<file path="config.mk">
export PLATFORM = sky130hd
export DESIGN_NAME = pulse_train_gen
export DESIGN_NICKNAME = d
export VERILOG_FILES = /design/src/rtl/pulse_train_gen.sv
export SDC_FILE = /design/constraint.sdc
export NUM_CORES = 1
export LEC_CHECK = 0
export BUFFER_PORTS_ARGS = -buffer_cell sky130_fd_sc_hd__buf_2
export CORE_ASPECT_RATIO = 0.75
export CORE_MARGIN = 4
export CORE_UTILIZATION = 35
export DETAILED_ROUTE_END_ITERATION = 7
export GPL_TIMING_DRIVEN = 0
export SLEW_MARGIN = 15
export SYNTH_ARGS = -nofsm -noshare
export SYNTH_HDL_FRONTEND = slang
export SYNTH_SLANG_ARGS = --single-unit
</file>
<file path="constraint.sdc">
create_clock -name clock -period 3.5 [get_ports clock]
set_clock_uncertainty 0.2 [all_clocks]
set_input_delay 0.525 -clock clock [delete_from_list [all_inputs] [get_ports clock]]
set_output_delay 0.525 -clock clock [all_outputs]
set_load 0.1 [all_outputs]
</file>
<file path="src/rtl/pulse_train_gen.sv">
// pulse_train_gen: emits a programmed number of high/low pulses on `add`
// through a start/busy/done handshake.
//
// Optional feature: define PULSE_ABORT_EN to add the `abort` input, which
// cuts a running train short and jumps straight to the completion strobe.
//
// All outputs come straight from flops. Their next values are decoded from
// the next state, so there is no combinational path from input to output.
module pulse_train_gen #(
    parameter int COUNT_WIDTH = 9,
    parameter int HIGH_CYCLES = 1,
    parameter int LOW_CYCLES  = 1
) (
    input  logic                   clock,
    input  logic                   reset_n,
    input  logic                   start,
    input  logic [COUNT_WIDTH-1:0] count,
`ifdef PULSE_ABORT_EN
    input  logic                   abort,
`endif
    output logic                   add,
    output logic                   busy,
    output logic                   done,
    output logic [COUNT_WIDTH-1:0] pulses_sent
);

    localparam int MAX_PHASE   = (HIGH_CYCLES > LOW_CYCLES) ? HIGH_CYCLES : LOW_CYCLES;
    localparam int TIMER_WIDTH = $clog2(MAX_PHASE + 1);

    // Each phase timer is loaded with (cycles - 1) and counts down to zero,
    // so the phase lasts exactly its programmed number of cycles.
    localparam logic [TIMER_WIDTH-1:0] HIGH_RELOAD = TIMER_WIDTH'(HIGH_CYCLES - 1);
    localparam logic [TIMER_WIDTH-1:0] LOW_RELOAD  = TIMER_WIDTH'(LOW_CYCLES - 1);
    localparam logic [TIMER_WIDTH-1:0] TIMER_ZERO  = {TIMER_WIDTH{1'b0}};
    localparam logic [TIMER_WIDTH-1:0] TIMER_ONE   = TIMER_WIDTH'(1);
    localparam logic [COUNT_WIDTH-1:0] COUNT_ZERO  = {COUNT_WIDTH{1'b0}};
    localparam logic [COUNT_WIDTH-1:0] COUNT_ONE   = COUNT_WIDTH'(1);

    typedef enum logic [1:0] {
        ST_IDLE = 2'd0,
        ST_HIGH = 2'd1,
        ST_LOW  = 2'd2,
        ST_DONE = 2'd3
    } state_t;

    state_t                 state_q, state_d;
    logic [COUNT_WIDTH-1:0] remaining_q, remaining_d;
    logic [COUNT_WIDTH-1:0] pulses_sent_q, pulses_sent_d;
    logic [TIMER_WIDTH-1:0] timer_q, timer_d;
    logic                   add_q, add_d;
    logic                   busy_q, busy_d;
    logic                   done_q, done_d;
    logic                   abort_s;

`ifdef PULSE_ABORT_EN
    assign abort_s = abort;
`else
    assign abort_s = 1'b0;
`endif

    // Next-state, counters and registered-output decode.
    always_comb begin
        state_d       = state_q;
        remaining_d   = remaining_q;
        pulses_sent_d = pulses_sent_q;
        timer_d       = timer_q;

        case (state_q)
            ST_IDLE: begin
                if (start) begin
                    pulses_sent_d = COUNT_ZERO;
                    if (count != COUNT_ZERO) begin
                        remaining_d = count;
                        timer_d     = HIGH_RELOAD;
                        state_d     = ST_HIGH;
                    end else begin
                        state_d     = ST_DONE;
                    end
                end else begin
                    state_d = ST_IDLE;
                end
            end
            ST_HIGH: begin
                if (abort_s) begin
                    // A truncated high phase is not counted as a pulse.
                    state_d = ST_DONE;
                end else if (timer_q == TIMER_ZERO) begin
                    remaining_d   = remaining_q - COUNT_ONE;
                    pulses_sent_d = pulses_sent_q + COUNT_ONE;
                    timer_d       = LOW_RELOAD;
                    state_d       = ST_LOW;
                end else begin
                    timer_d = timer_q - TIMER_ONE;
                end
            end
            ST_LOW: begin
                if (abort_s) begin
                    state_d = ST_DONE;
                end else if (timer_q == TIMER_ZERO) begin
                    if (remaining_q != COUNT_ZERO) begin
                        timer_d = HIGH_RELOAD;
                        state_d = ST_HIGH;
                    end else begin
                        state_d = ST_DONE;
                    end
                end else begin
                    timer_d = timer_q - TIMER_ONE;
                end
            end
            ST_DONE: begin
                remaining_d = COUNT_ZERO;
                timer_d     = TIMER_ZERO;
                state_d     = ST_IDLE;
            end
            default: begin
                remaining_d = COUNT_ZERO;
                timer_d     = TIMER_ZERO;
                state_d     = ST_IDLE;
            end
        endcase

        add_d  = (state_d == ST_HIGH);
        busy_d = (state_d != ST_IDLE);
        done_d = (state_d == ST_DONE);
    end

    // State, counters and output flops; reset drops add immediately.
    always_ff @(posedge clock or negedge reset_n) begin
        if (!reset_n) begin
            state_q       <= ST_IDLE;
            remaining_q   <= COUNT_ZERO;
            pulses_sent_q <= COUNT_ZERO;
            timer_q       <= TIMER_ZERO;
            add_q         <= 1'b0;
            busy_q        <= 1'b0;
            done_q        <= 1'b0;
        end else begin
            state_q       <= state_d;
            remaining_q   <= remaining_d;
            pulses_sent_q <= pulses_sent_d;
            timer_q       <= timer_d;
            add_q         <= add_d;
            busy_q        <= busy_d;
            done_q        <= done_d;
        end
    end

    assign add         = add_q;
    assign busy        = busy_q;
    assign done        = done_q;
    assign pulses_sent = pulses_sent_q;

endmodule

</file>
; ---- Yosys cells after proc, flatten, opt, wreduce, memory -nomap -nowiden
; Cells that the tools add are included.
[word_totals]
ff_bits = 24
input_bits = 12
out_inout_bits = 12
[op_classes]
add_sub_neg = 3
eq_ne = 8
mux = 17
n_reduce_logical = 10
[op_table]
columns = operator, n
row1 = $mux 9, 5
row2 = $pmux 9 s3, 1
row3 = $pmux 9 s2, 1
row4 = $reduce_bool 9->1, 2
row5 = $mux 2, 5
row6 = $add 9x1->9 const B, 1
row7 = $sub 9x1->9 const B, 1
row8 = $pmux 2 s4, 1
row9 = $eq 2x2->1 const B, 3
row10 = $ne 2x2->1 const B, 3
row11 = $eq 2x1->1 const B, 2
row12 = $reduce_and 4->1, 1
row13 = $reduce_bool 2->1, 2
row14 = $mux 1, 3
row15 = $pmux 1 s3, 1
row16 = $reduce_and 3->1, 1
row17 = $reduce_bool 3->1, 1
row18 = $logic_not 2->1, 1
row19 = $reduce_and 2->1, 1
row20 = $reduce_or 2->1, 1
row21 = $sub 1x1->1 const B, 1

; ---- Depth between registers and ports, before layout
; Gate-level depths: netlist of the first run.
[logic_depth]
word_depth = 5
mapped_depth = 6
mapped_depth_nobuf = 6

; ---- Least setup slack after synthesis of the first run
; No wires, ideal clock.
[synth_path]
path_type = reg2reg
startpoint = reg pulses_sent_q[0], in the netlist pulses_sent[0]
endpoint = reg pulses_sent_q[8], in the netlist pulses_sent[8]
setup_time_ps = 168
arrival_ps = 1807
required_time_ps = 3132
slack_ps = 1325
stages_incl_launch_ff = 6
n_path_buf = 0
period_less_slack_ps = 2175
path_cell_list = dfrtp_1 -> ha_1 -> nand3_1 -> nor2_1 -> nand3_1 -> mux2i_1
[synth_between]
elab_chain_cells = 3
[synth_lines]
columns = item, line
row1 = "start, declared", 48  ; logic [COUNT_WIDTH-1:0] pulses_sent_q, pulses_sent_d;
row2 = "start signal, assigned", 140  ; pulses_sent_q <= pulses_sent_d;
row3 = $add 9x1->9, 89  ; pulses_sent_d = pulses_sent_q + COUNT_ONE;
row4 = $mux 9, 87  ; end else if (timer_q == TIMER_ZERO) begin
row5 = $pmux 9 s2, 68  ; case (state_q)
; Every way passes these cells. The select of a mux whose other input is x is not followed.
; A chain may end at the register's enable or synchronous reset.

; ---- Worst setup path after layout of the first run
[layout_path]
startpoint = reg remaining_q[0]
endpoint = reg state_q[1]
[layout_between]
elab_chain_cells = 4
[layout_lines]
columns = item, line
row1 = "start, declared", 47  ; logic [COUNT_WIDTH-1:0] remaining_q, remaining_d;
row2 = "start signal, assigned", 139  ; remaining_q <= remaining_d;
row3 = $reduce_bool 9->1, 100  ; if (remaining_q != COUNT_ZERO) begin
row4 = $mux 2, 100
row5 = $mux 2, 99  ; end else if (timer_q == TIMER_ZERO) begin
row6 = $pmux 2 s4, 68
row7 = net state_d[1], 46  ; state_t state_q, state_d;
row8 = "end signal, assigned", 138  ; state_q <= state_d;
row9 = "end, declared", 46
; The timed path passes the listed nets, and every way through them passes these cells.

==> results.ini, run 1 <==
[outcome]
outcome = finished, final reports clean

[global_routing]
antenna_found_initial = 0
grt_max_degree = 24
grt_usage_pct = 14.1
grt_pass1_vias = 1069
gr-total-overflow = 0
grt_pass1_wl_um = 5160

[critical_path]
cp_slowest_stage_delay_ns = 0.50
crit_required_ns = 3.48
path_delay_family = simple AND/OR/NAND/NOR gates
critPathKind = flop to flop
crit_cells = 6
end_kind = flop
path_cells = inv_1, ha_1, or3b_2, nor3b_1, nand2_1, a22oi_1
cp_max_fo = 3
cp.arrival_ns = 2.10
critPathBufInv = 1
reg2reg_depth = 6
critPathSlowestCell = or3b_2
start_kind = flop

[clock_network]
htreeDepth = 1
clock_path_buffers = 2
cts_tree = yes
worstSkewPairLatency_ns = 0.27
cts_num_sinks = 23
cts_buffers = 3
post-cts-setup-buffers = 0
hold_buffers = 0
cts_root_buf = clkbuf_8
clk_pin_slew_ns = 0.08
cts.repair.resized = 0

[floorplanning]
fp.coreArea_sq_mm = 0.00342
die_area_sq_mm = 0.00475
initial_core_util_pct = 37.9
fp.dieW_um = 78.3
num_rows = 18
die_y_um = 60.7
ios = 24

[timing]
hold_violations = 0
tns_ns = 0
fmax_mhz = 472
report.final.slew_viol_count = 0
relSlewSlack_pct = 58.2
rsz0062_at_grt = false
tightestPinTransition_ns = 0.626
setup_viol = 0
post-route-period-util_pct = 60.5
finalCriticalPeriod_ns = 2.12
final_critical_path_setup_slack_ns = 1.38

[route]
drt_wl_total_um = 2950
drt_iter0_markers = 92
wl_per_cell_um = 14.0
drt_pre_antenna_iters = 4
route.detailed.drc = 0
routed_via_density = 5.23
dr_total_vias = 1104
drtAntennaViolNets = 0

[final_layout]
syn2layout_area_growth_pct = 17.2
nets = 176
final_cell_area_sq_mm = 0.00152
drive_gt1_share_pct = 22.4
antenna_cells = 0
instances_no_fill = 211

[yosys]
synthesis.area_sq_mm = 0.00130
avgSynthCellArea_sq_um = 9.67
synth_cell_types = 41
synth-seq-area-share_pct = 44.4
yosys_warnings = 0
synth-seq-cells = 23
synth_fp_nets = 148
syn_inst = 134

[placed_design]
gp_congestion = 0.859
placed_area_sq_mm = 0.00147
place_inst = 207
port-buffer-count = 23
place_ws_ns = 1.29
hpwlAfterDp_um = 2340

[power]
power_per_cell_area_mw_per_mm2 = 872
p_leak_uw = 0.000657
ir_drop_v = 0.000304

[hold_path]
hold_class = input port to asynchronous set/reset pin

[job]
maxCapViolCount = 0

-- through the flow --
stage / hold WS [ns] / util [%] / total power (uW)
finish: 0.0232 / 44.4 / 1320
floorplan: 0.0294 / - / 1010
global route: 0.0494 / 44.4 / 1430
detailed placement: 0.282 / 43.1 / 1160
CTS: 0.0414 / 44.4 / 1330
global placement: 0.255 / 43.1 / 1150
-- sequential cells by signal, summed over array words and instances (netlist names) --
register / flops
pulses_sent: 9
remaining_q: 9
state_q: 2
add: 1
busy: 1
done: 1
-- layer usage --
metal  global-route usage [%]  up-vias  share of wire, %
li1                         -      550                 -
met5                        0        -                 0
met2                     20.9       29                43
met3                     4.30        4               5.9
met1                     19.9      521                50
met4                     4.49        0               1.4
-- final timing paths --
path                                            start                          to  slack [ns]
max in group asynchronous                     reset_n  pulses_sent[1]$_DFFE_PN0P_        2.73
setup reg to reg           remaining_q[0]$_DFFE_PN0P_        state_q[1]$_DFF_PN0_        1.38
setup / recovery           remaining_q[0]$_DFFE_PN0P_        state_q[1]$_DFF_PN0_        1.38
hold reg to reg            pulses_sent[8]$_DFFE_PN0P_  pulses_sent[8]$_DFFE_PN0P_        0.29
min in group clock         pulses_sent[8]$_DFFE_PN0P_  pulses_sent[8]$_DFFE_PN0P_        0.29
hold / removal                                reset_n        state_q[0]$_DFF_PN0_        0.02
-- final cells by class --
type	count	area [sq um]
Multi-Input combinational cell	103	668
Inverter	4	15.0
Tap cell	50	62.6
Timing Repair Buffer	23	115
Clock buffer	4	45.0
Sequential cell	23	576
Fill cell	342	1900
Buffer	4	37.5
-- cells in the mapped netlist --
| cell type | instances | share of area [%] |
|---|---|---|
| xnor2_1 | 1 | 0.68 |
| buf_6 | 3 | 2.6 |
| a22oi_1 | 3 | 1.7 |
| nand2_1 | 17 | 4.9 |
| or3_4 | 1 | 0.87 |
| nor3_1 | 3 | 1.2 |
| nand3b_1 | 1 | 0.58 |
| a32o_1 | 1 | 0.77 |
| a221oi_1 | 1 | 0.68 |
| o31ai_1 | 3 | 1.7 |
| ha_1 | 2 | 1.9 |
| dfrtp_1 | 23 | 44 |
| clkbuf_1 | 1 | 0.29 |
| nand4b_1 | 1 | 0.68 |
| nand3_1 | 8 | 3.1 |
| o31ai_4 | 1 | 1.6 |
| o211ai_1 | 4 | 2.3 |
| o41a_1 | 1 | 0.87 |
| or4_4 | 2 | 1.7 |
| or2_2 | 1 | 0.48 |
| xor2_1 | 1 | 0.68 |
| inv_1 | 4 | 1.2 |
| a32oi_1 | 1 | 0.68 |
| and2_1 | 1 | 0.48 |
| nor3b_1 | 2 | 1.2 |
| nor2b_1 | 1 | 0.48 |
| o32ai_4 | 1 | 2.1 |
| nor4_1 | 1 | 0.48 |
| or3b_2 | 1 | 0.68 |
| a21oi_1 | 9 | 3.5 |
| o22ai_1 | 1 | 0.48 |
| or4_1 | 1 | 0.58 |
| o21ai_0 | 10 | 3.9 |
| nand4_1 | 1 | 0.48 |
| nor4b_1 | 1 | 0.68 |
| nand2b_1 | 1 | 0.48 |
| mux2i_1 | 5 | 3.9 |
| o311ai_0 | 1 | 0.68 |
| a21boi_0 | 1 | 0.58 |
| and2b_1 | 1 | 0.58 |
| nor2_1 | 11 | 3.2 |
-- report_power, final --
part           leakage (uW)  switching (uW)  internal [uW]
Clock             0.0000228            85.0           81.3
Sequential         0.000299            86.1            350
Combinational      0.000335             493            230
-- logic make-up (layout without fill, tap and decap cells) --
group | Yosys count | count (layout) | synth area share (%)
and+or+nand+nor | 56 | 56 | 22.8
AOI/OAI and AO/OA | 38 | 38 | 21.6
DFF | 23 | 23 | 44.4
buffers and inverters | 8 | 35 | 4.05
muxes | 5 | 5 | 3.86
adders and majority gates | 2 | 2 | 1.93
xor gates and xnor gates | 2 | 2 | 1.35
-- worst register-to-register path: stages, from the launching register on --
cell and delay [ns]:
dfrtp_1 0.40, inv_1 0.10, ha_1 0.20, or3b_2 0.50, nor3b_1 0.35, nand2_1 0.10
a22oi_1 0.20
-- placed cells by master, fill, tap and decap left out, types with 3 or more instances in the layout --
cell / netlist / final
nor2_1: 11 / 11
inv_1: 4 / 4
nand3_1: 8 / 8
clkbuf_8: 0 / 3
o31ai_1: 3 / 3
a22oi_1: 3 / 3
o211ai_1: 4 / 4
nor3_1: 3 / 3
mux2i_1: 5 / 5
buf_6: 3 / 3
dfrtp_1: 23 / 23
nand2_1: 17 / 17
a21oi_1: 9 / 9
o21ai_0: 10 / 10
buf_2: 0 / 23
No activity file was read; power rests on OpenSTA's default activity.
==> inputs of run 2 (changes only) <==
Clock period 3.5 ns to 2.2 ns, I/O delays scaled along.
==> run 2 against run 1 <==
Wire length grew 2.3%. Design area grew 1.3%. Critical path type unchanged. Setup slack lost 1.2 ns. Core utilization grew 0.58 points. Sequential share of layout area shrank 0.49 points. Final cell count grew 0.47%. Highest routed layer unchanged. Count of clock-buffer cells in the layout is the same. Combinational power grew 60%.
==> results.ini, run 2 (synthesis results as in run 1) <==
[outcome]
outcome = finished, final reports clean

[power]
clockPowerShare_pct = 12.5
p_int_uw = 1060
power_per_cell_area_mw_per_mm2 = 1380
p_sw_share_pct = 50.2
ir_drop_v = 0.000483
total_power_uw = 2120
p_comb_share_pct = 54.7
p_leak_uw = 0.000665
p_sw_uw = 1070
seqPwrFrac_pct = 32.8

[critical_path]
critPathSlowestCell = or3b_2
critPathKind = flop to flop
path_cells = inv_1, ha_1, or3b_2, nor3b_2, nand2_1, a22oi_1
path_delay_family = simple AND/OR/NAND/NOR gates
start_kind = flop
end_kind = flop
cp_slowest_stage_delay_ns = 0.50
critPathBufInv = 1
cp.arrival_ns = 1.99
cp_max_fo = 3
crit_required_ns = 2.18

[placed_design]
hpwlAfterDp_um = 2340
port-buffer-count = 23
gp_congestion = 0.859
placed_area_sq_mm = 0.00147
place_inst = 207
place_ws_ns = 0.0929

[floorplanning]
fp.dieW_um = 78.3
die_y_um = 60.7
die_area_sq_mm = 0.00475
num_rows = 18
fp.coreArea_sq_mm = 0.00342
ios = 24
initial_core_util_pct = 37.9

[final_layout]
final_cell_mix = 23 x dfrtp_1, 23 x buf_2, 17 x nand2_1
drive_gt1_share_pct = 23.5
final_cell_area_sq_mm = 0.00154
nets = 177
antenna_cells = 0
instances_no_fill = 212
syn2layout_area_growth_pct = 18.7

[timing]
tns_ns = 0
report.final.slew_viol_count = 0
final_critical_path_setup_slack_ns = 0.188
tightestPinTransition_ns = 0.568
fmax_mhz = 497
hold_violations = 0
setup_viol = 0
post-route-period-util_pct = 91.4
rsz0062_at_grt = false
relSlewSlack_pct = 61.8
finalCriticalPeriod_ns = 2.01

[route]
drt_pre_antenna_iters = 4
drtAntennaViolNets = 0
wl_per_cell_um = 14.2
drt_wl_total_um = 3010
route.detailed.drc = 0
dr_total_vias = 1102
drt_iter0_markers = 68
routed_via_density = 5.20

[global_routing]
antenna_found_initial = 0
grt_max_degree = 24
gr-total-overflow = 0
grt_pass1_wl_um = 5190
grt_pass1_vias = 1077
grt_usage_pct = 14.1

[clock_network]
clock_path_buffers = 2
cts_num_sinks = 23
cts_tree = yes
htreeDepth = 1
cts_buffers = 3
cts_root_buf = clkbuf_8
clk_pin_slew_ns = 0.08
worstSkewPairLatency_ns = 0.26

[job]
maxCapViolCount = 0

[hold_path]
hold_class = input port to flop

==> run 2: cell types whose count changed in the layout (fill, tap and decap cells not counted) <==
cell / delta
nor3b_1: -2
nor3b_2: +2
dlygate4sd3_1: +1
==> run 2: final cells by class <==
| type | count | area [sq um] |
|---|---|---|
| Clock buffer | 4 | 45.0 |
| Multi-Input combinational cell | 103 | 678 |
| Buffer | 4 | 37.5 |
| Timing Repair Buffer | 24 | 125 |
| Sequential cell | 23 | 576 |
| Tap cell | 50 | 62.6 |
| Fill cell | 342 | 1880 |
| Inverter | 4 | 15.0 |
==> run 2: per-stage QoR <==
step           util [%]  hold WS, ns
2_1_floorplan         -       -0.166
3_3_place_gp       43.1        0.137
3_5_place_dp       43.1        0.135
4_1_cts            44.7        0.112
5_1_grt            45.0        0.151
6_report           45.0        0.117
==> run 2: routing by layer <==
layer / global-route usage (%) / wire [um] / vias to the layer above
met3: 4.15 / 151 / 4
li1: - / - / 554
met5: 0 / 0 / -
met1: 20.0 / 1530 / 521
met4: 4.49 / 40 / 0
met2: 21.1 / 1300 / 23
==> run 2: what timing repair did <==
item                       in CTS  in global routing
setup endpoints to repair       0                  2
hold endpoints to repair       23                  0
gates resized for setup         0                  2
setup buffers                   0                  0
hold buffers                    1                  0
==> run 2: worst paths after layout <==
kind,cells past startpoint,from,endpoint,slack [ns]
setup / recovery,6,remaining_q[0]$_DFFE_PN0P_,state_q[1]$_DFF_PN0_,0.19
hold / removal,3,count[3],remaining_q[3]$_DFFE_PN0P_,0.12
setup reg to reg,6,remaining_q[0]$_DFFE_PN0P_,state_q[1]$_DFF_PN0_,0.19
hold reg to reg,1,pulses_sent[8]$_DFFE_PN0P_,pulses_sent[8]$_DFFE_PN0P_,0.29
max in group asynchronous,2,reset_n,pulses_sent[1]$_DFFE_PN0P_,1.07
min in group asynchronous,2,reset_n,state_q[0]$_DFF_PN0_,0.38
==> run 2: worst min-delay path: cells and delay by family <==
family,cells,cell delay [ns]
AO/OA/AOI/OAI,2,0.11
buffers and inverters,1,0.10
==> run 2: power by group through the flow <==
| stage | clock, uW | combinational (uW) | sequential [uW] |
|---|---|---|---|
| after floorplan | 0 | 621 | 984 |
| after global placement | 0 | 1150 | 691 |
| after detailed placement | 0 | 1150 | 698 |
| after CTS | 272 | 1150 | 692 |
| after global routing | 293 | 1270 | 719 |
| final | 265 | 1160 | 698 |
